===== src/rtl/wb_gain_ctrl.sv =====
// Grey-world white-balance gain controller: once per frame, divides the mean of the
// three channel sums by each channel sum on one shared restoring divider.
module wb_gain_ctrl #(
    parameter int SUM_W  = 28,
    parameter int FRAC_W = 8
) (
    input  logic             clk,
    input  logic             rst,
    input  logic             vsync,
    input  logic             en,
    input  logic [SUM_W-1:0] r_sum,
    input  logic [SUM_W-1:0] g_sum,
    input  logic [SUM_W-1:0] b_sum,
    output logic [15:0]      gain_r,
    output logic [15:0]      gain_g,
    output logic [15:0]      gain_b,
    output logic             gain_valid,
    output logic             busy,
    output logic             overrun
);

    localparam int D_W   = SUM_W + 2;
    localparam int N_W   = D_W + FRAC_W;
    localparam int CNT_W = $clog2(N_W);
    localparam logic [CNT_W-1:0] LAST_ITER = CNT_W'(N_W - 1);
    localparam logic [15:0]      UNITY     = 16'(1 << FRAC_W);

    typedef enum logic [1:0] {
        IDLE,
        SETUP,
        DIV,
        PUBLISH
    } state_t;

    typedef enum logic [1:0] {
        CH_R,
        CH_G,
        CH_B
    } ch_t;

    state_t            state;
    ch_t               ch;
    logic              vsync_d;
    logic              primed;
    logic [SUM_W-1:0]  r_snap;
    logic [SUM_W-1:0]  g_snap;
    logic [SUM_W-1:0]  b_snap;
    logic [N_W-1:0]    n_reg;
    logic [D_W-1:0]    d_reg;
    logic [D_W-1:0]    rem;
    logic [CNT_W-1:0]  iter;
    logic [15:0]       stage_r;
    logic [15:0]       stage_g;
    logic [15:0]       stage_b;

    logic              frame_edge;
    logic [D_W-1:0]    snap_total;
    logic [SUM_W-1:0]  snap_sel;
    logic [D_W:0]      div_trial;
    logic              div_ge;
    logic [D_W-1:0]    rem_diff;
    logic [D_W-1:0]    rem_next;
    logic [N_W-1:0]    q_next;
    logic [15:0]       stage_val;

    // vsync_d is cleared by reset, so the first edge after release would otherwise
    // look like a rising vsync; primed masks that one edge.
    assign frame_edge = vsync & ~vsync_d & primed;

    // NOTE: every always_comb output gets a default first so no path can infer a latch.
    always_comb begin
        snap_total = D_W'(r_snap) + D_W'(g_snap) + D_W'(b_snap);
        snap_sel   = r_snap;
        case (ch)
            CH_G:    snap_sel = g_snap;
            CH_B:    snap_sel = b_snap;
            default: snap_sel = r_snap;
        endcase

        // Quotient bits shift into the dividend register's LSB as it empties from the MSB.
        div_trial = {rem, n_reg[N_W-1]};
        div_ge    = (div_trial >= {1'b0, d_reg});
        rem_diff  = div_trial[D_W-1:0] - d_reg;
        rem_next  = div_ge ? rem_diff : div_trial[D_W-1:0];
        q_next    = {n_reg[N_W-2:0], div_ge};

        if (snap_sel == '0)
            stage_val = (snap_total == '0) ? UNITY : 16'hFFFF;
        else if (|q_next[N_W-1:16])
            stage_val = 16'hFFFF;
        else
            stage_val = q_next[15:0];
    end

    // NOTE: sequential state uses non-blocking assignments only, so every register
    // samples pre-edge values regardless of statement order.
    always_ff @(posedge clk or posedge rst) begin
        if (rst) begin
            state      <= IDLE;
            ch         <= CH_R;
            vsync_d    <= 1'b0;
            primed     <= 1'b0;
            r_snap     <= '0;
            g_snap     <= '0;
            b_snap     <= '0;
            n_reg      <= '0;
            d_reg      <= '0;
            rem        <= '0;
            iter       <= '0;
            stage_r    <= '0;
            stage_g    <= '0;
            stage_b    <= '0;
            gain_r     <= UNITY;
            gain_g     <= UNITY;
            gain_b     <= UNITY;
            gain_valid <= 1'b0;
            busy       <= 1'b0;
            overrun    <= 1'b0;
        end else begin
            vsync_d    <= vsync;
            primed     <= 1'b1;
            gain_valid <= 1'b0;
            overrun    <= frame_edge && (state != IDLE);

            case (state)
                IDLE: begin
                    if (frame_edge && en) begin
                        r_snap <= r_sum;
                        g_snap <= g_sum;
                        b_snap <= b_sum;
                        ch     <= CH_R;
                        busy   <= 1'b1;
                        state  <= SETUP;
                    end
                end

                SETUP: begin
                    n_reg <= {snap_total, FRAC_W'(0)};
                    d_reg <= D_W'(snap_sel) + D_W'({snap_sel, 1'b0});
                    rem   <= '0;
                    iter  <= '0;
                    state <= DIV;
                end

                DIV: begin
                    n_reg <= q_next;
                    rem   <= rem_next;
                    iter  <= iter + 1'b1;
                    if (iter == LAST_ITER) begin
                        case (ch)
                            CH_R: begin
                                stage_r <= stage_val;
                                ch      <= CH_G;
                                state   <= SETUP;
                            end
                            CH_G: begin
                                stage_g <= stage_val;
                                ch      <= CH_B;
                                state   <= SETUP;
                            end
                            default: begin
                                stage_b <= stage_val;
                                state   <= PUBLISH;
                            end
                        endcase
                    end
                end

                PUBLISH: begin
                    gain_r     <= stage_r;
                    gain_g     <= stage_g;
                    gain_b     <= stage_b;
                    gain_valid <= 1'b1;
                    busy       <= 1'b0;
                    ch         <= CH_R;
                    state      <= IDLE;
                end

                default: state <= IDLE;
            endcase
        end
    end

endmodule


===== config.mk =====
export PLATFORM = sky130hd
export DESIGN_NAME = wb_gain_ctrl
export DESIGN_NICKNAME = d
export VERILOG_FILES = /design/src/rtl/wb_gain_ctrl.sv
export SDC_FILE = /design/constraint.sdc
export NUM_CORES = 1
export LEC_CHECK = 0
export ABC_CLOCK_PERIOD_IN_PS = 12600
export CAP_MARGIN = 20
export CORE_MARGIN = 3
export CORE_UTILIZATION = 55
export CTS_BUF_LIST = sky130_fd_sc_hd__clkbuf_4 sky130_fd_sc_hd__clkbuf_8
export DETAILED_ROUTE_END_ITERATION = 7
export PLACE_DENSITY_LB_ADDON = 0.3
export SYNTH_ARGS = -nofsm -noshare
export SYNTH_HDL_FRONTEND = slang
export SYNTH_SLANG_ARGS = --single-unit

===== constraint.sdc =====
create_clock -name clk -period 12.6 [get_ports clk]
set_input_delay 1.89 -clock clk [delete_from_list [all_inputs] [get_ports clk]]
set_output_delay 1.89 -clock clk [all_outputs]
set_load 0.01 [all_outputs]

# [Yosys cells after proc, flatten, opt, wreduce, memory -nomap -nowiden]
# Cells that the tools add are included.
[word_totals] register_bits=293 latch_bits=0 ramBits=0 mem_bits_ro=0 input_bits=88 word_cells=77 memories=0
[classes] addsub=5 mul=0 n_div=0 n_lt_le_gt_ge=1 n_eq_ne=9 n_shift=0 muxes=19 n_bitwise=4 n_reduce_logical=19
[op_table] cell="38-bit one-hot mux with 2 select lines" n=1
[op_table] cell="30-bit one-hot mux with 2 select lines" n=1
[op_table] cell="28-bit one-hot mux with 2 select lines" n=1
[op_table] cell="16-bit two-way mux" n=3
[op_table] cell="31-bit by 30-bit >= comparator with 1-bit output" n=1
[op_table] cell="28-bit by 29-bit adder with 30-bit output" n=1
[op_table] cell="29-bit by 28-bit adder with 30-bit output" n=1
[op_table] cell="30-bit logical NOT" n=1
[op_table] cell="30-bit two-way mux" n=1
[op_table] cell="30-bit subtractor" n=1
[op_table] cell="28-bit by 28-bit adder with 29-bit output" n=1
[op_table] cell="28-bit logical NOT" n=1
[op_table] cell="22-bit OR reduction" n=1
[op_table] cell="6-bit one-hot mux with 2 select lines" n=1
[op_table] cell="2-bit two-way mux" n=5
[op_table] cell="3-bit AND reduction" n=3
[op_table] cell="2-bit one-hot mux with 4 select lines" n=1
[op_table] cell="6-bit by 1-bit adder with 6-bit output (second input constant)" n=1
[op_table] cell="2-bit == test (second input constant)" n=3
[op_table] cell="6-bit == test (second input constant)" n=1
[op_table] cell="2-bit one-hot mux with 3 select lines" n=1
[op_table] cell="2-bit AND reduction" n=3
[op_table] cell="2-bit nonzero test" n=3
[op_table] cell="2-bit by 1-bit == test with 1-bit output (second input constant)" n=2
[op_table] cell="other kinds (12)" n=18

# [Logic depth before layout (Yosys ltp)]
# Gate-level depths: netlist of the first run.
[logic_depth] word_depth=6 depth_mapped=18 depth_no_buf=16

# [Worst setup path before layout of the first run]
# OpenSTA, ideal clock, no wires.
[synth_path] path_kind="flip-flop to flip-flop" start="reg ch[1]" end="reg d_reg[28]" setup_ns=0.120 arrival_ns=3.995 t_required_ns=12.480 path_slack_ns=8.485 path_stages_with_launch=17 n_path_buf=2 cell_sequence="dfrtp_1 inv_1 ha_1 clkbuf_1 clkbuf_1 a22oi_1 a21oi_1 ha_1 a21oi_1 nand2_1 a2111oi_0 a21oi_1 a311oi_1 nor3_1 o31a_1 or3_1 a31o_1"
[synth_between] elab_chain_len=3 elab_cells_between_ends=4
[synth_lines] element="start: declaration" line_no="42" rtl="ch_t ch;"
[synth_lines] element="start signal: assignment" line_no="100" rtl="ch <= CH_R;"
[synth_lines] element="start signal: assignment" line_no="131" rtl="ch <= CH_R;"
[synth_lines] element="start signal: assignment" line_no="153" rtl="ch <= CH_G;"
[synth_lines] element="2-bit == test or 2-bit by 1-bit == test with 1-bit output (tied branches)" line_no="74" rtl="case (ch)"
[synth_lines] element="28-bit one-hot mux with 2 select lines (*)" line_no="74"
[synth_lines] element="28-bit by 29-bit adder with 30-bit output (*)" line_no="139" rtl="d_reg <= D_W'(snap_sel) + D_W'({snap_sel, 1'b0});"
[synth_lines] element="end signal: assignment" line_no="139"
[synth_lines] element="end: declaration" line_no="49" rtl="logic [D_W-1:0] d_reg;"
# Every way passes the cells marked *; elsewhere a longest branch is shown, timed or not.
# A chain may end at the register's enable or synchronous reset.

# [Final worst setup path of the first run]
[layout_path] start="reg ch[0]" end="reg stage_b[13]"
[layout_between] elab_chain_len=4 elab_cells_between_ends=9
[layout_lines] element="2-bit == test, or another cell as far along" line_no="74"
[layout_lines] element="28-bit one-hot mux with 2 select lines or 2-bit OR reduction (tied branches)"
[layout_lines] element="28-bit logical NOT or 1-bit inverter (tied branches)"
[layout_lines] element="16-bit two-way mux or 3-bit AND reduction (tied branches)"
[layout_lines] element="end signal: assignment" line_no="162" rtl="stage_b <= stage_val;"
[layout_lines] element="end: declaration" line_no="54" rtl="logic [15:0] stage_b;"
# Parallel ways exist; a longest one is shown, timed or not.

==> results.toml, run 1 <==
[floorplan]
num_io_pins = 139
initial_core_util_pct = 56.00
fp.dieH_um = 188.5
rows = 66
die-area_mm2 = 0.03552
die_w_um = 188.5
core_area_mm2 = 0.03270

[clock_network]
post_cts_buffers = 0
cts_tree = "done"
clockBufferDepth = 3
cts_resized = 0
cts.sinks = 293
numCtsBuffers = 48
clkSlewWorstSetupHoldPaths_ns = 0.06
h-tree-depth = 2
insertion_delay_ns = 0.60
clock-root-buffer = "clkbuf_8"
cts_hold_buf = 0

[synthesis]
netlist_area_mm2 = 0.01831
synth_top_area_share_pct = 39.63
ys_ff_latch = 293
avgSynthCellArea_um2 = 10.02
synth_area_leaders = "dfrtp_1 40%, mux2_2 8.5%, ha_1 7.6%, a21oi_1 3.8%, nor2_1 3.8%"
synth_cells = 1828
synthTopCellsByCount = "290 x dfrtp_1, 183 x nor2_1, 139 x mux2_2"
yosysSeqAreaShare_pct = 40.06
yosysTopAreaCell = "dfrtp_1"
synthesis.nets = 2058
async_reset_ff_share_pct = 100.0
synth_warnings = 0
ys.flop_type = "dfrtp_1"
synth.most_common_cell = "dfrtp_1"
synth_edf_count = 0
synthDistinctLibCells = 93

[layout]
final_nets = 2172
num_antenna_cells = 0
final_util_pct = 64.29
syn_to_final_growth_pct = 14.81
drive_gt1_share_pct = 14.91
largest_reg_flops = 38

[critical_path]
start_kind = "flop"
reg2reg_slack_ns = 7.65
worst_ep_required_time_ns = 13.02
critPathTopFamily = "simple AND/OR/NAND/NOR gates"
path_class = "reg -> reg"
critPathMaxFanout = 56
critPathCaptureType = "flop"
critPathMaxStageDelay_ns = 0.98
crit_slowest_cell = "nor4_4"
crit_buf_inv = 2
crit_arrival_ns = 5.37
crit_chain = "inv_1 > ha_2 > a21oi_1 > inv_1 > ha_1 > nand2_1 > nor4_1 > nand3_1 > nor3_1 > nand4_1 > nor4_1 > nand4_2 > nor4_4 > a211oi_1"

[job]
drv_cap = 0

[global_routing]
overflow = 0
antenna_found_initial = 0
grt_max_degree = 144
first_global_vias = 14580
grt_util_all_layers_pct = 25.70
grt_first_pass_wirelength_mm = 75.07

[placed_design]
portBuffers = 138
dpl.hpwl_mm = 33.43
gp_congestion = 1.027

[routing]
first_pass_iters = 6
ant_nets = 0
drt-total-wl_mm = 45.68
drt_iter0_drc = 1084
drc = 0
routedWlPerCell_um = 18.88
route.vias.total = 14540
via_per_inst = 6.010

[timing]
tightest_slew_ns = 1.034
slew_violations = 0
finalHoldViolCount = 0
tns_ns = 0
relSlewSlack_pct = 30.58
rsz0062_at_grt = "no"
setup_viol = 0
hold_slack_ns = 0.5000
max_freq_ghz = 0.2020
fin_skew_ns = 0.02410
post-route-period-util_pct = 39.28
fin_crit_ns = 4.949

[run_status]
status = "completed"

[worst_hold_path]
hold_class = "reg -> reg"
[per-stage QoR]
step / setup slack, ns / std cells / area, um^2
finish: 7.651 / 2420 / 21020
global route: 7.242 / 2420 / 21020
CTS: 7.651 / 2419 / 21000
detailed placement: 7.683 / 2333 / 19920
global placement: 7.832 / 2333 / 19920
floorplan: 2.624 / 1828 / 18310
[cell type report]
cell class | count | area [um^2]
Clock buffer | 78 | 960.9
Clock inverter | 8 | 126.4
Sequential cell | 293 | 7336
Timing Repair Buffer | 152 | 1499
Multi-Input combinational cell | 1340 | 10140
Tap cell | 442 | 553.0
Inverter | 107 | 409.1
Fill cell | 2643 | 11680
[placed cells by master, fill, tap and decap left out, types with 41 or more instances in the layout]
| cell | netlist | routed |
|---|---|---|
| dfrtp_1 | 290 | 290 |
| nor2_1 | 183 | 182 |
| mux2_2 | 139 | 139 |
| a21oi_1 | 138 | 138 |
| clkdlybuf4s50_1 | 0 | 138 |
| ha_1 | 111 | 108 |
| nand2_1 | 103 | 103 |
| inv_1 | 103 | 102 |
| o21ai_0 | 75 | 75 |
| clkbuf_8 | 0 | 60 |
| a211oi_1 | 46 | 46 |
| mux2i_1 | 41 | 41 |
[per-layer routing]
metal	share of wire (%)	GRT usage [%]	vias to the layer above
met4	3.5	8.937	0
met3	6.9	4.688	110
met1	43	34.37	6990
met5	0	0	-
li1	-	-	6880
met2	47	42.40	564
[cell families (layout without fill, tap and decap cells)]
| family | Yosys count | count (layout) | synth area share [%] |
|---|---|---|---|
| compound gates | 499 | 499 | 18.80 |
| simple gates | 468 | 468 | 12.17 |
| flops | 293 | 293 | 40.06 |
| buf+inv | 195 | 345 | 4.749 |
| mux | 180 | 180 | 10.79 |
| fa+ha+maj | 142 | 142 | 10.97 |
| xor+xnor | 50 | 50 | 2.433 |
| other cells | 1 | 1 | 0.02048 |
[worst min-delay path, delay by kind of cell, from the launching register on]
kind / cells / cell delay [ns]
flip-flops: 1 / 0.35
AND/OR/NAND/NOR: 1 / 0.06
AO/OA/AOI/OAI: 1 / 0.06
[final timing paths]
| path | cells past startpoint | to | from |
|---|---|---|---|
| max in group asynchronous | 3 | gain_r[15]$_DFFE_PP0P_ | rst |
| min in group asynchronous | 2 | b_snap[3]$_DFFE_PP0P_ | rst |
| setup reg to reg | 14 | stage_b[13]$_DFFE_PP0P_ | ch[0]$_DFFE_PP0P_ |
| setup / recovery | 14 | stage_b[13]$_DFFE_PP0P_ | ch[0]$_DFFE_PP0P_ |
| hold reg to reg | 2 | rem[29]$_DFFE_PP0P_ | rem[29]$_DFFE_PP0P_ |
| hold / removal | 2 | rem[29]$_DFFE_PP0P_ | rem[29]$_DFFE_PP0P_ |
Power of run 1 is left out: the tool's default activity adds up to more than one toggle a clock period on the data nets, which glitch-free logic cannot reach.
==> inputs of run 2 (changes only) <==
Settings changed: ABC_CLOCK_PERIOD_IN_PS 12600 to 4000.
Clock period 12.6 ns to 4 ns, I/O delays scaled along.
==> run 2 against run 1 <==
Net effect: die area unchanged; clock skew rose by 0.018 ns; maximum frequency increased by 24%; sequential share of layout area down 2.0 points; register-to-register slack got worse by 7.6 ns; utilization grew 3.9 points; setup slack worse by 7.6 ns; final cell count is 4.1% higher; count of clock-buffer cells in the layout decreased by 5; flip-flop and latch count did not move; design area rose by 6.1%; first-iteration DRC count grew 4.9%.
==> results.toml, run 2 (synthesis results as in run 1) <==
[timing]
rsz0062_at_grt = "yes"
fin_crit_ns = 3.979
finalHoldViolCount = 0
setup_viol = 0
tightest_slew_ns = 0.9683
hold_slack_ns = 0.5019
post-route-period-util_pct = 99.48
max_freq_ghz = 0.2513
relSlewSlack_pct = 35.31
tns_ns = 0
slew_violations = 0
fin_skew_ns = 0.04234

[clock_network]
numCtsBuffers = 48
cts.sinks = 293
cts_hold_buf = 0
clockBufferDepth = 3
clock-root-buffer = "clkbuf_8"
cts_tree = "done"
clkSlewWorstSetupHoldPaths_ns = 0.06
h-tree-depth = 2
insertion_delay_ns = 0.61

[routing]
drc = 0
first_pass_iters = 5
drt_iter0_drc = 1137
via_per_inst = 5.950
routedWlPerCell_um = 19.56
ant_nets = 0
route.vias.total = 14990
highest_layer = "met4"
wl_met1_mm = 21.34
dr_wl_met3_mm = 2.711
drt-total-wl_mm = 49.28
route.met2.wl_mm = 23.15

[layout]
largest_reg_flops = 38
drive_gt1_share_pct = 22.14
num_antenna_cells = 0
syn_to_final_growth_pct = 21.78
final_nets = 2271
final_cell_mix = "289 x dfrtp_1, 182 x nor2_1, 139 x mux2_2, 138 x clkdlybuf4s50_1, 124 x a21oi_1"
final_common_cell = "dfrtp_1"

[critical_path]
path_class = "reg -> reg"
critPathCaptureType = "flop"
crit_arrival_ns = 4.43
critPathMaxFanout = 7
start_kind = "flop"
worst_ep_required_time_ns = 4.45

[floorplan]
die-area_mm2 = 0.03552
num_io_pins = 139
initial_core_util_pct = 56.00
die_w_um = 188.5
fp.dieH_um = 188.5
rows = 66
core_area_mm2 = 0.03270

[worst_hold_path]
hold_class = "reg -> reg"

[global_routing]
first_global_vias = 15050
grt_first_pass_wirelength_mm = 79.39
antenna_found_initial = 0
grt_max_degree = 85
overflow = 0
grt_util_all_layers_pct = 27.39

[placed_design]
portBuffers = 138
gp_congestion = 0.9434
dpl.hpwl_mm = 36.33

[job]
drv_cap = 0

[run_status]
status = "completed"
run 2: cell types whose count changed in the layout (fill, tap and decap cells not counted), sizes merged:
cell,change
buf,+98
clkinv,+6
clkbuf,-4
bufinv,-1
clkinvlp,+1
run 2: metal layers:
layer,track usage (%),up-vias
met1,36.79,7254
li1,-,7073
met3,4.074,118
met5,0,-
met4,10.89,0
met2,44.99,549
run 2: what timing repair did:
item,in CTS,in global routing
cloned,0,1
resized for setup,19,64
endpoints found under the setup margin,50,53
setup buffers,0,9
pin swaps,4,18
run 2: worst max-delay path, stage by stage (launching register included):
cell,delay (ns)
dfrtp_1,0.40
fa_1,0.48
ha_2,0.21
fa_2,0.37
a211oi_4,0.30
o21ai_4,0.14
a21boi_2,0.23
o211ai_2,0.14
or2_4,0.27
a2111oi_4,0.30
nand4_2,0.18
buf_6,0.17
nor4_4,0.25
buf_4,0.18
clkbuf_16,0.16
a211oi_2,0.04
run 2: layout make-up:
type,instances,area (um^2)
fillers,2500,10400
well taps,442,553.0
clock buffers,73,942.2
multi-input cells,1340,10530
inverters,107,405.4
repair buffers,251,2405
clock inverters,14,126.4
flip-flops and latches,293,7337
run 2: path summary, 6_finish.rpt:
kind / start / to / slack [ns] / cells after the start
min reg2reg: gain_g[11]$_DFFE_PP0P_ / gain_g[11]$_DFFE_PP0P_ / 0.50 / 1
min: gain_g[11]$_DFFE_PP0P_ / gain_g[11]$_DFFE_PP0P_ / 0.50 / 1
max: r_snap[1]$_DFFE_PP0P_ / stage_b[9]$_DFFE_PP0P_ / 0.02 / 15
max in group asynchronous: rst / r_snap[14]$_DFFE_PP0P_ / 2.54 / 3
max reg2reg: r_snap[1]$_DFFE_PP0P_ / stage_b[9]$_DFFE_PP0P_ / 0.02 / 15
min in group asynchronous: rst / gain_b[11]$_DFFE_PP0P_ / 0.56 / 2
run 2: through the flow:
| step | setup WS (ns) | cells | area (um^2) | utilization [%] |
|---|---|---|---|---|
| after floorplan | -0.4867 | 1828 | 18320 | - |
| after global placement | -0.2060 | 2423 | 20740 | 63.42 |
| after detailed placement | -0.2926 | 2423 | 20740 | 63.42 |
| after CTS | 0.01834 | 2510 | 21880 | 66.90 |
| after global routing | -0.1224 | 2520 | 22300 | 68.19 |
| final | 0.02073 | 2520 | 22300 | 68.19 |
Power of run 2 is left out for the same reason.
==> inputs of run 3 (changes only) <==
Settings changed: MAX_ROUTING_LAYER set to met4.
==> run 3 against run 2 <==
Net effect: utilization down 0.48 points; via count down 0.59%; register-to-register slack better by 0.04 ns; first-iteration DRC count down 3.7%; final cell count down 0.16%; flip-flop and latch count unchanged; non-clock buffer count down 3; hold slack worse by 0.031 ns; sequential share of layout area up 0.23 points; global-route usage up 0.12 points; largest cell class unchanged; highest routed layer unchanged.
==> results.toml, run 3 (synthesis results as in run 1) <==
[clock_network]
h-tree-depth = 2
clock-root-buffer = "clkbuf_8"
clockBufferDepth = 3
cts.sinks = 293
numCtsBuffers = 49
clkSlewWorstSetupHoldPaths_ns = 0.06
insertion_delay_ns = 0.60
cts_tree = "done"
cts_hold_buf = 0

[layout]
num_antenna_cells = 0
final_common_cell = "dfrtp_1"
syn_to_final_growth_pct = 20.92
fillCellCount = 2548
drive_gt1_share_pct = 21.12
final_cell_mix = "289 x dfrtp_1, 181 x nor2_1, 139 x mux2_2, 138 x clkdlybuf4s50_1, 124 x a21oi_1"
final_nets = 2269
largest_reg_flops = 38

[critical_path]
worstSetupEndpoint = "stage_b[6]$_DFFE_PP0P_"
crit_arrival_ns = 4.41
path_class = "reg -> reg"
crit_path_start = "r_snap[1]$_DFFE_PP0P_"
crit_slowest_cell = "fa_1"
critPathTopFamily = "compound AO/OA/AOI/OAI gates"
rr_worst_depth = 15
reg2reg_slack_ns = 0.06
worstSetupPathDepth = 15
critPathCaptureType = "flop"
r2r-start = "r_snap[1]$_DFFE_PP0P_"
worst_ep_required_time_ns = 4.47
r2r_end = "stage_b[6]$_DFFE_PP0P_"
critPathMaxStageDelay_ns = 0.55
critPathMaxFanout = 7
crit_chain = "fa_1 > ha_4 > fa_2 > a211oi_4 > o21ai_4 > a21boi_2 > o211ai_2 > or2_4 > a2111oi_4 > nand4_2 > buf_6 > nor4_4 > buf_4 > clkbuf_16 > a211oi_2"
crit_buf_inv = 3
start_kind = "flop"

[timing]
slew_violations = 0
fin_skew_ns = 0.03893
fin_crit_ns = 3.944
setup_viol = 0
setup_ws_ns = 0.05584
finalHoldViolCount = 0
max_freq_ghz = 0.2535
post-route-period-util_pct = 98.60
tightest_slew_ns = 0.9590
relSlewSlack_pct = 35.93
hold_slack_ns = 0.4713
rsz0062_at_grt = "yes"

[floorplan]
die-area_mm2 = 0.03552
initial_core_util_pct = 56.00
core_area_mm2 = 0.03270
die_w_um = 188.5
num_io_pins = 139
rows = 66
fp.dieH_um = 188.5

[routing]
drc = 0
first_pass_iters = 8
drt-total-wl_mm = 48.23
drt_iter0_drc = 1095
route.vias.total = 14910
routedWlPerCell_um = 19.17
ant_nets = 0
via_per_inst = 5.924

[run_status]
status = "completed"

[placed_design]
portBuffers = 138
gp_congestion = 0.9940
pre_cts_ws_ns = -0.06087
dpl.hpwl_mm = 35.97

[worst_hold_path]
hold_class = "in -> reg"

[global_routing]
antenna_found_initial = 0
first_global_vias = 14650
overflow = 0
grt_max_degree = 75
grt_util_all_layers_pct = 27.51
grt_first_pass_wirelength_mm = 76.94

[job]
drv_cap = 0
## run 3: timing repair
action | 4_1_cts | 5_1_grt
setup endpoints to repair | 49 | 52
setup buffers | 0 | 4
cloned | 0 | 1
pin swaps | 0 | 11
gates resized for setup | 11 | 54
## run 3: area by class of cell
cell class | count | area (um^2) | area share, %
clock inverter | 11 | 86.33 | 0.3899
sequential | 293 | 7337 | 33.14
clock buffer | 75 | 957.2 | 4.323
tap | 442 | 553.0 | 2.498
multi-input combinational | 1340 | 10420 | 47.08
timing repair buffer | 248 | 2379 | 10.74
inverter | 107 | 405.4 | 1.831
## run 3: worst min-delay path by stage
stage,start,endpoint,slack (ns),cells after the start
global placement,rem[29]$_DFFE_PP0P_,rem[29]$_DFFE_PP0P_,0.48,2
floorplan,d_reg[7]$_DFFE_PP0N_,d_reg[7]$_DFFE_PP0N_,0.45,1
detailed placement,rem[29]$_DFFE_PP0P_,rem[29]$_DFFE_PP0P_,0.49,2
finish,vsync,vsync_d$_DFF_PP0_,0.47,1
CTS,vsync,vsync_d$_DFF_PP0_,0.44,1
global route,vsync,vsync_d$_DFF_PP0_,0.45,1
## run 3: metal layers
| metal | up-vias | wire length (um) | track usage (%) |
|---|---|---|---|
| met3 | 111 | 2994 | 4.577 |
| met2 | 553 | 22430 | 43.10 |
| li1 | 7039 | - | - |
| met4 | 0 | 1964 | 10.83 |
| met5 | - | 0 | - |
| met1 | 7203 | 20840 | 36.08 |
## run 3: metrics by stage
stage	cells	utilization [%]	TNS [ns]	instance area, um^2
after detailed placement	2424	63.41	-1.361	20730
after global placement	2424	63.41	-0.5032	20730
final	2516	67.71	0	22140
after CTS	2510	66.73	0	21820
after floorplan	1828	-	-141.14	18320
after global routing	2516	67.71	-1.881	22140
Power of run 3 is left out for the same reason.
==> RTL change 1 (config.mk and constraints of run 2) <==
The parameter `FRAC_W` goes from 8 to 9.
--- a/src/rtl/wb_gain_ctrl.sv
+++ b/src/rtl/wb_gain_ctrl.sv
@@ -2,7 +2,7 @@
 // three channel sums by each channel sum on one shared restoring divider.
 module wb_gain_ctrl #(
     parameter int SUM_W  = 28,
-    parameter int FRAC_W = 8
+    parameter int FRAC_W = 9
 ) (
     input  logic             clk,
     input  logic             rst,
Formal check against the unedited RTL: not equivalent (Yosys sat finds a counterexample within 4 cycles, from zero or initial values and one cycle with rst high).
==> RTL change 1 against run 2 <==
Setup slack lost 0.31 ns. Synthesized cell count shrank 3.9%. Cell count decreased by 4.0%. Via count down 3.9%. Largest cell class unchanged. Highest routed layer unchanged. Synthesized area shrank 3.1%. Sequential cell count increased by 1. Routed wire length shrank 4.6%. Cell area decreased by 2.6%. The flow now finishes with violations (setup timing). Critical endpoint is now stage_b[5].
Power is left out: the tool's default activity adds up to more than one toggle a clock period on the data nets, which glitch-free logic cannot reach.
==> RTL change 1: results (changes against run 2) <==
vias in the first global route 14,539 (-3.4%); crit-path max cell delay 0.62 ns (+0.14 ns); antenna violations before repair 1 (+1); inverters 96 (-10%); Slowest-stage cell, CP or4_4; Synth area leaders dfrtp_1 41%, mux2_2 8.9%, ha_1 7.8%; nets@finish 2,211 (-2.6%); fraction of area in multi-input gates 0.458 (-0.0144); part of the Yosys area used for sequential elements 0.415 (+0.0144); Routed wire per std cell 19.4 um (-0.55%); Mapped Cells 1,757 (-3.9%); FILL cells 2,339 (-6.4%); met1 usage 0.357 (-0.0114); DRT iter0 DRCs 995 (-12%); met2 WL post-DR 22,500 um (-2.9%); # clk buffers 72 (-1.4%); Slew HR 0.375 (+0.0224); crit path capture type flip-flop; WP data arrival 4.75 ns (+0.32 ns); vias per std cell 5.96 (+0.13%); All-Layer GR Usage 0.273 (-0.000904); Clock-cell share 0.0494 (+0.00146); max reg flops 39 (+2.6%); Setup-failing EPs final 45 (+45); met2 usage in global routing 0.463 (+0.0132); drt pass-1 iters 7 (+2); total clock buffers created by CTS 49 (+2.1%); #MultiIn Comb 1,285 (-4.1%); Post-Place Worst Slack -0.329 ns (-0.0362 ns); placed insts 2,323 (-4.1%); Reg-to-Reg End stage_b[5]; DR vias 14,406 (-3.9%); Signal buf overhead 0.114 (+0.00606); Buffers excl. clock 255 (+1.6%); layout cell share with drive strength beyond 1 0.225 (+0.00334); Top delay family on crit path compound AO/OA/AOI/OAI gates; WL met3 2670 um (-1.6%); Post-CTS Resized 13 (-6); top cell types by occurrence after synthesis 291 x dfrtp_1, 176 x nor2_1, 163 x a21oi_1, 140 x mux2_2, 111 x ha_1; first-pass GRT wire length 75,300 um (-5.1%); met3 Track Usage GR 0.0383 (-0.00244); register area 7360 um^2 (+0.32%); Metal-1 WL 19,700 um (-7.6%); outcome finished with violations; PnR worst setup slack -0.294 ns (-0.315 ns); Clock Skew 0.0271 ns (-0.0152 ns); GPL Wtd Cong 0.951 (+0.82%); #FFs+latches synth 294 (+0.34%); ys async rst share 1.00 (unchanged); failing checks setup timing; Synth cell types 80 (-14%); syn_nets 1,987 (-3.4%); PortBufs 138 (unchanged)
[RTL change 1: changes by cell type in the layout (fill, tap and decap cells not counted), sizes merged, moves of 9 or more]
cell and change:
o21ai -15, a21oi +26, o2bb2ai +13, inv -9, nor3 -13, nand3 -13
a211oi -37, or3 -10, nor2 +13, xnor2 +13
[RTL change 1: worst min path at each step]
| stage | startpoint | endpoint | slack [ns] | depth (start not counted) |
|---|---|---|---|---|
| 2_1_floorplan | stage_g[9] | stage_g[9] | 0.44 | 2 |
| 3_3_place_gp | stage_r[9] | stage_r[9] | 0.47 | 2 |
| 3_5_place_dp | stage_g[9] | stage_g[9] | 0.48 | 2 |
| 4_1_cts | vsync | vsync_d | 0.47 | 1 |
| 5_1_grt | stage_g[9] | stage_g[9] | 0.51 | 2 |
| 6_report | stage_g[9] | stage_g[9] | 0.49 | 2 |
[RTL change 1: cell families (layout without fill, tap and decap cells)]
| group | count (synthesis) | count (layout) | share of synthesized area |
|---|---|---|---|
| AOI/OAI and AO/OA | 464 | 464 | 0.169 |
| xor gates and xnor gates | 67 | 67 | 0.0335 |
| adders and majority gates | 142 | 142 | 0.113 |
| buffers and inverters | 178 | 437 | 0.0430 |
| DFF | 294 | 294 | 0.415 |
| muxes | 176 | 176 | 0.109 |
| other | 1 | 1 | 0.000211 |
| and+or+nand+nor | 435 | 435 | 0.117 |
[RTL change 1: through the flow]
stage	setup TNS (ns)	hold WS, ns	instance area, um^2
floorplan	-145.97	0.444	17800
global placement	-9.57	0.466	20300
detailed placement	-13.81	0.483	20300
CTS	-7.35	0.471	21400
global route	-12.45	0.507	21700
finish	-7.28	0.495	21700
==> RTL change 2 (flow settings as in run 2) <==
Made on the original files. Encoding of `state_t`: now one-hot (4 bits for 4 states).
--- a/src/rtl/wb_gain_ctrl.sv
+++ b/src/rtl/wb_gain_ctrl.sv
@@ -25,11 +25,11 @@
     localparam logic [CNT_W-1:0] LAST_ITER = CNT_W'(N_W - 1);
     localparam logic [15:0]      UNITY     = 16'(1 << FRAC_W);
 
-    typedef enum logic [1:0] {
-        IDLE,
-        SETUP,
-        DIV,
-        PUBLISH
+    typedef enum logic [3:0] {
+        IDLE    = 4'b0001,
+        SETUP   = 4'b0010,
+        DIV     = 4'b0100,
+        PUBLISH = 4'b1000
     } state_t;
 
     typedef enum logic [1:0] {
Formal check against the unedited RTL: no difference found for any inputs over 10 cycles, from zero or initial values and one cycle with rst high; not proved beyond that.
==> RTL change 2 against run 2 <==
The run now ends with DRC, setup timing left. Routed wire length decreased by 2.0%. Synthesized area decreased by 4.5%. Cell area increased by 1.5%. Clock skew decreased by 0.0023 ns. Setup slack got worse by 0.17 ns. Count of clock-buffer cells in the layout increased by 7. Sequential cell count increased by 2.
==> RTL change 2: results (changes against run 2) <==
Reg-to-Reg End stage_b[5]; first-pass GRT wire length 77,700 um (-2.2%); Clock Latency Late Sink 0.60 ns; DR vias 15,102 (+0.72%); yosys warns 0 (unchanged); top cell types by occurrence after synthesis 291 x dfrtp_1, 194 x nor2_1, 156 x o21ai_0, 145 x nand2_1, 140 x a21oi_1; Synth area leaders dfrtp_1 42%, mux2_2 8.3%, ha_1 7.5%; Synth cell types 74 (-20%); largest net degree at the start of global routing 76 (-11%); critical-path maximum fanout 8 (+1); Post-Place Worst Slack -0.392 ns (-0.0992 ns); drt pass-1 iters 8 (+3); Setup-failing EPs final 47 (+47); PortBufs 138 (unchanged); ys async rst share 1.00 (unchanged); All-Layer GR Usage 0.280 (+0.00646); peak supply drop 512 uV; H-Tree Depth 2 (unchanged); Clock Skew 0.0401 ns (-0.00229 ns); Routed wire per std cell 19.0 um (-3.1%); Leak 10.5 nW; root buffer cell clkbuf_8; n_diodes 0 (unchanged); max cap viols 0 (unchanged); failing checks DRC, setup timing; Post-DP HPWL 34,800 um (-4.3%); part of the Yosys area used for sequential elements 0.422 (+0.0216); PnR worst setup slack -0.151 ns (-0.172 ns); GPL Wtd Cong 0.958 (+1.5%); outcome finished with violations; syn_nets 2,029 (-1.4%); FF-to-FF Start b_snap[1]; number of remaining DRC errors 5 (+5); antenna violations before repair 0 (unchanged); Reg clk slew, reported paths 0.06 ns (about the same); WP data arrival 4.62 ns (+0.19 ns); EDFF count, synth 0 (unchanged); total clock buffers created by CTS 49 (+2.1%); Slowest-stage cell, CP fa_1; cells on worst reg2reg path 16 (+1); max reg flops 38 (unchanged); FILL cells 2,179 (-13%); crit-path max cell delay 0.49 ns; Top delay family on crit path compound AO/OA/AOI/OAI gates; nets@finish 2,338 (+3.0%); Hold WC Path Type in -> async; DRT iter0 DRCs 1,031 (-9.3%); Slew HR 0.307 (-0.0460); clk buf depth 3 (unchanged); layout cell share with drive strength beyond 1 0.260 (+0.0387)
[RTL change 2: area by class of cell]
class / instances / share of cell area
inverters: 87 / 0.0146
well taps: 396 / 0.0219
clock buffers: 80 / 0.0439
repair buffers: 343 / 0.143
multi-input cells: 1338 / 0.445
clock inverters: 10 / 0.00591
flip-flops and latches: 295 / 0.326
[RTL change 2: per-layer routing]
metal | up-vias | routed length (um) | share of wire | track usage
li1 | 7075 | - | - | -
met2 | 514 | 24200 | 0.50 | 0.487
met4 | 0 | 1860 | 0.038 | 0.103
met3 | 130 | 2480 | 0.051 | 0.0373
met5 | - | 0 | 0 | 0
met1 | 7383 | 19700 | 0.41 | 0.360
[RTL change 2: kinds of logic (layout without fill, tap and decap cells)]
kind of cell,Yosys count,after routing,synth area share
buffers and inverters,172,520,0.0382
flip-flops,295,295,0.422
adder cells (fa/ha/maj),136,136,0.111
AO/OA/AOI/OAI,523,523,0.187
other,1,1,0.000214
AND/OR/NAND/NOR,482,482,0.124
multiplexers,140,140,0.0893
XOR/XNOR,56,56,0.0280
[RTL change 2: repair_timing]
| action | CTS | global route |
|---|---|---|
| pin swaps | 32 | 41 |
| gates resized for setup | 96 | 63 |
| cloned | 5 | 0 |
| setup endpoints to repair | 48 | 50 |
| buffers inserted | 16 | 7 |
[RTL change 2: through the flow]
stage / hold WS, ns / TNS, ns / instances / instance area (um^2) / power [mW]
3_3_place_gp: 0.464 / -10.66 / 2433 / 20600 / 13.5
6_report: 0.410 / -4.20 / 2549 / 22600 / 17.6
2_1_floorplan: 0.444 / -149.53 / 1805 / 17500 / 10.1
3_5_place_dp: 0.473 / -16.32 / 2433 / 20600 / 13.6
5_1_grt: 0.414 / -11.16 / 2549 / 22600 / 18.9
4_1_cts: 0.398 / -3.09 / 2544 / 22300 / 17.1
[RTL change 2: how the worst max path moves through the flow]
| stage | startpoint | end | slack, ns | cells after the start |
|---|---|---|---|---|
| after floorplan | rst | b_snap[0] | -0.51 | 1 |
| after global routing | b_snap[1] | stage_b[5] | -0.29 | 16 |
| after detailed placement | ch[1] | stage_b[15] | -0.39 | 20 |
| final | b_snap[1] | stage_b[5] | -0.15 | 16 |
| after global placement | ch[1] | stage_b[3] | -0.26 | 20 |
| after CTS | ch[1] | stage_b[13] | -0.14 | 22 |
[RTL change 2: where the power goes]
part | internal [mW] | switching (mW) | total [mW]
Clock | 1.72 | 1.26 | 2.98
Combinational | 4.92 | 6.03 | 11.0
Sequential | 3.34 | 0.369 | 3.71
Total | 9.99 | 7.66 | 17.6
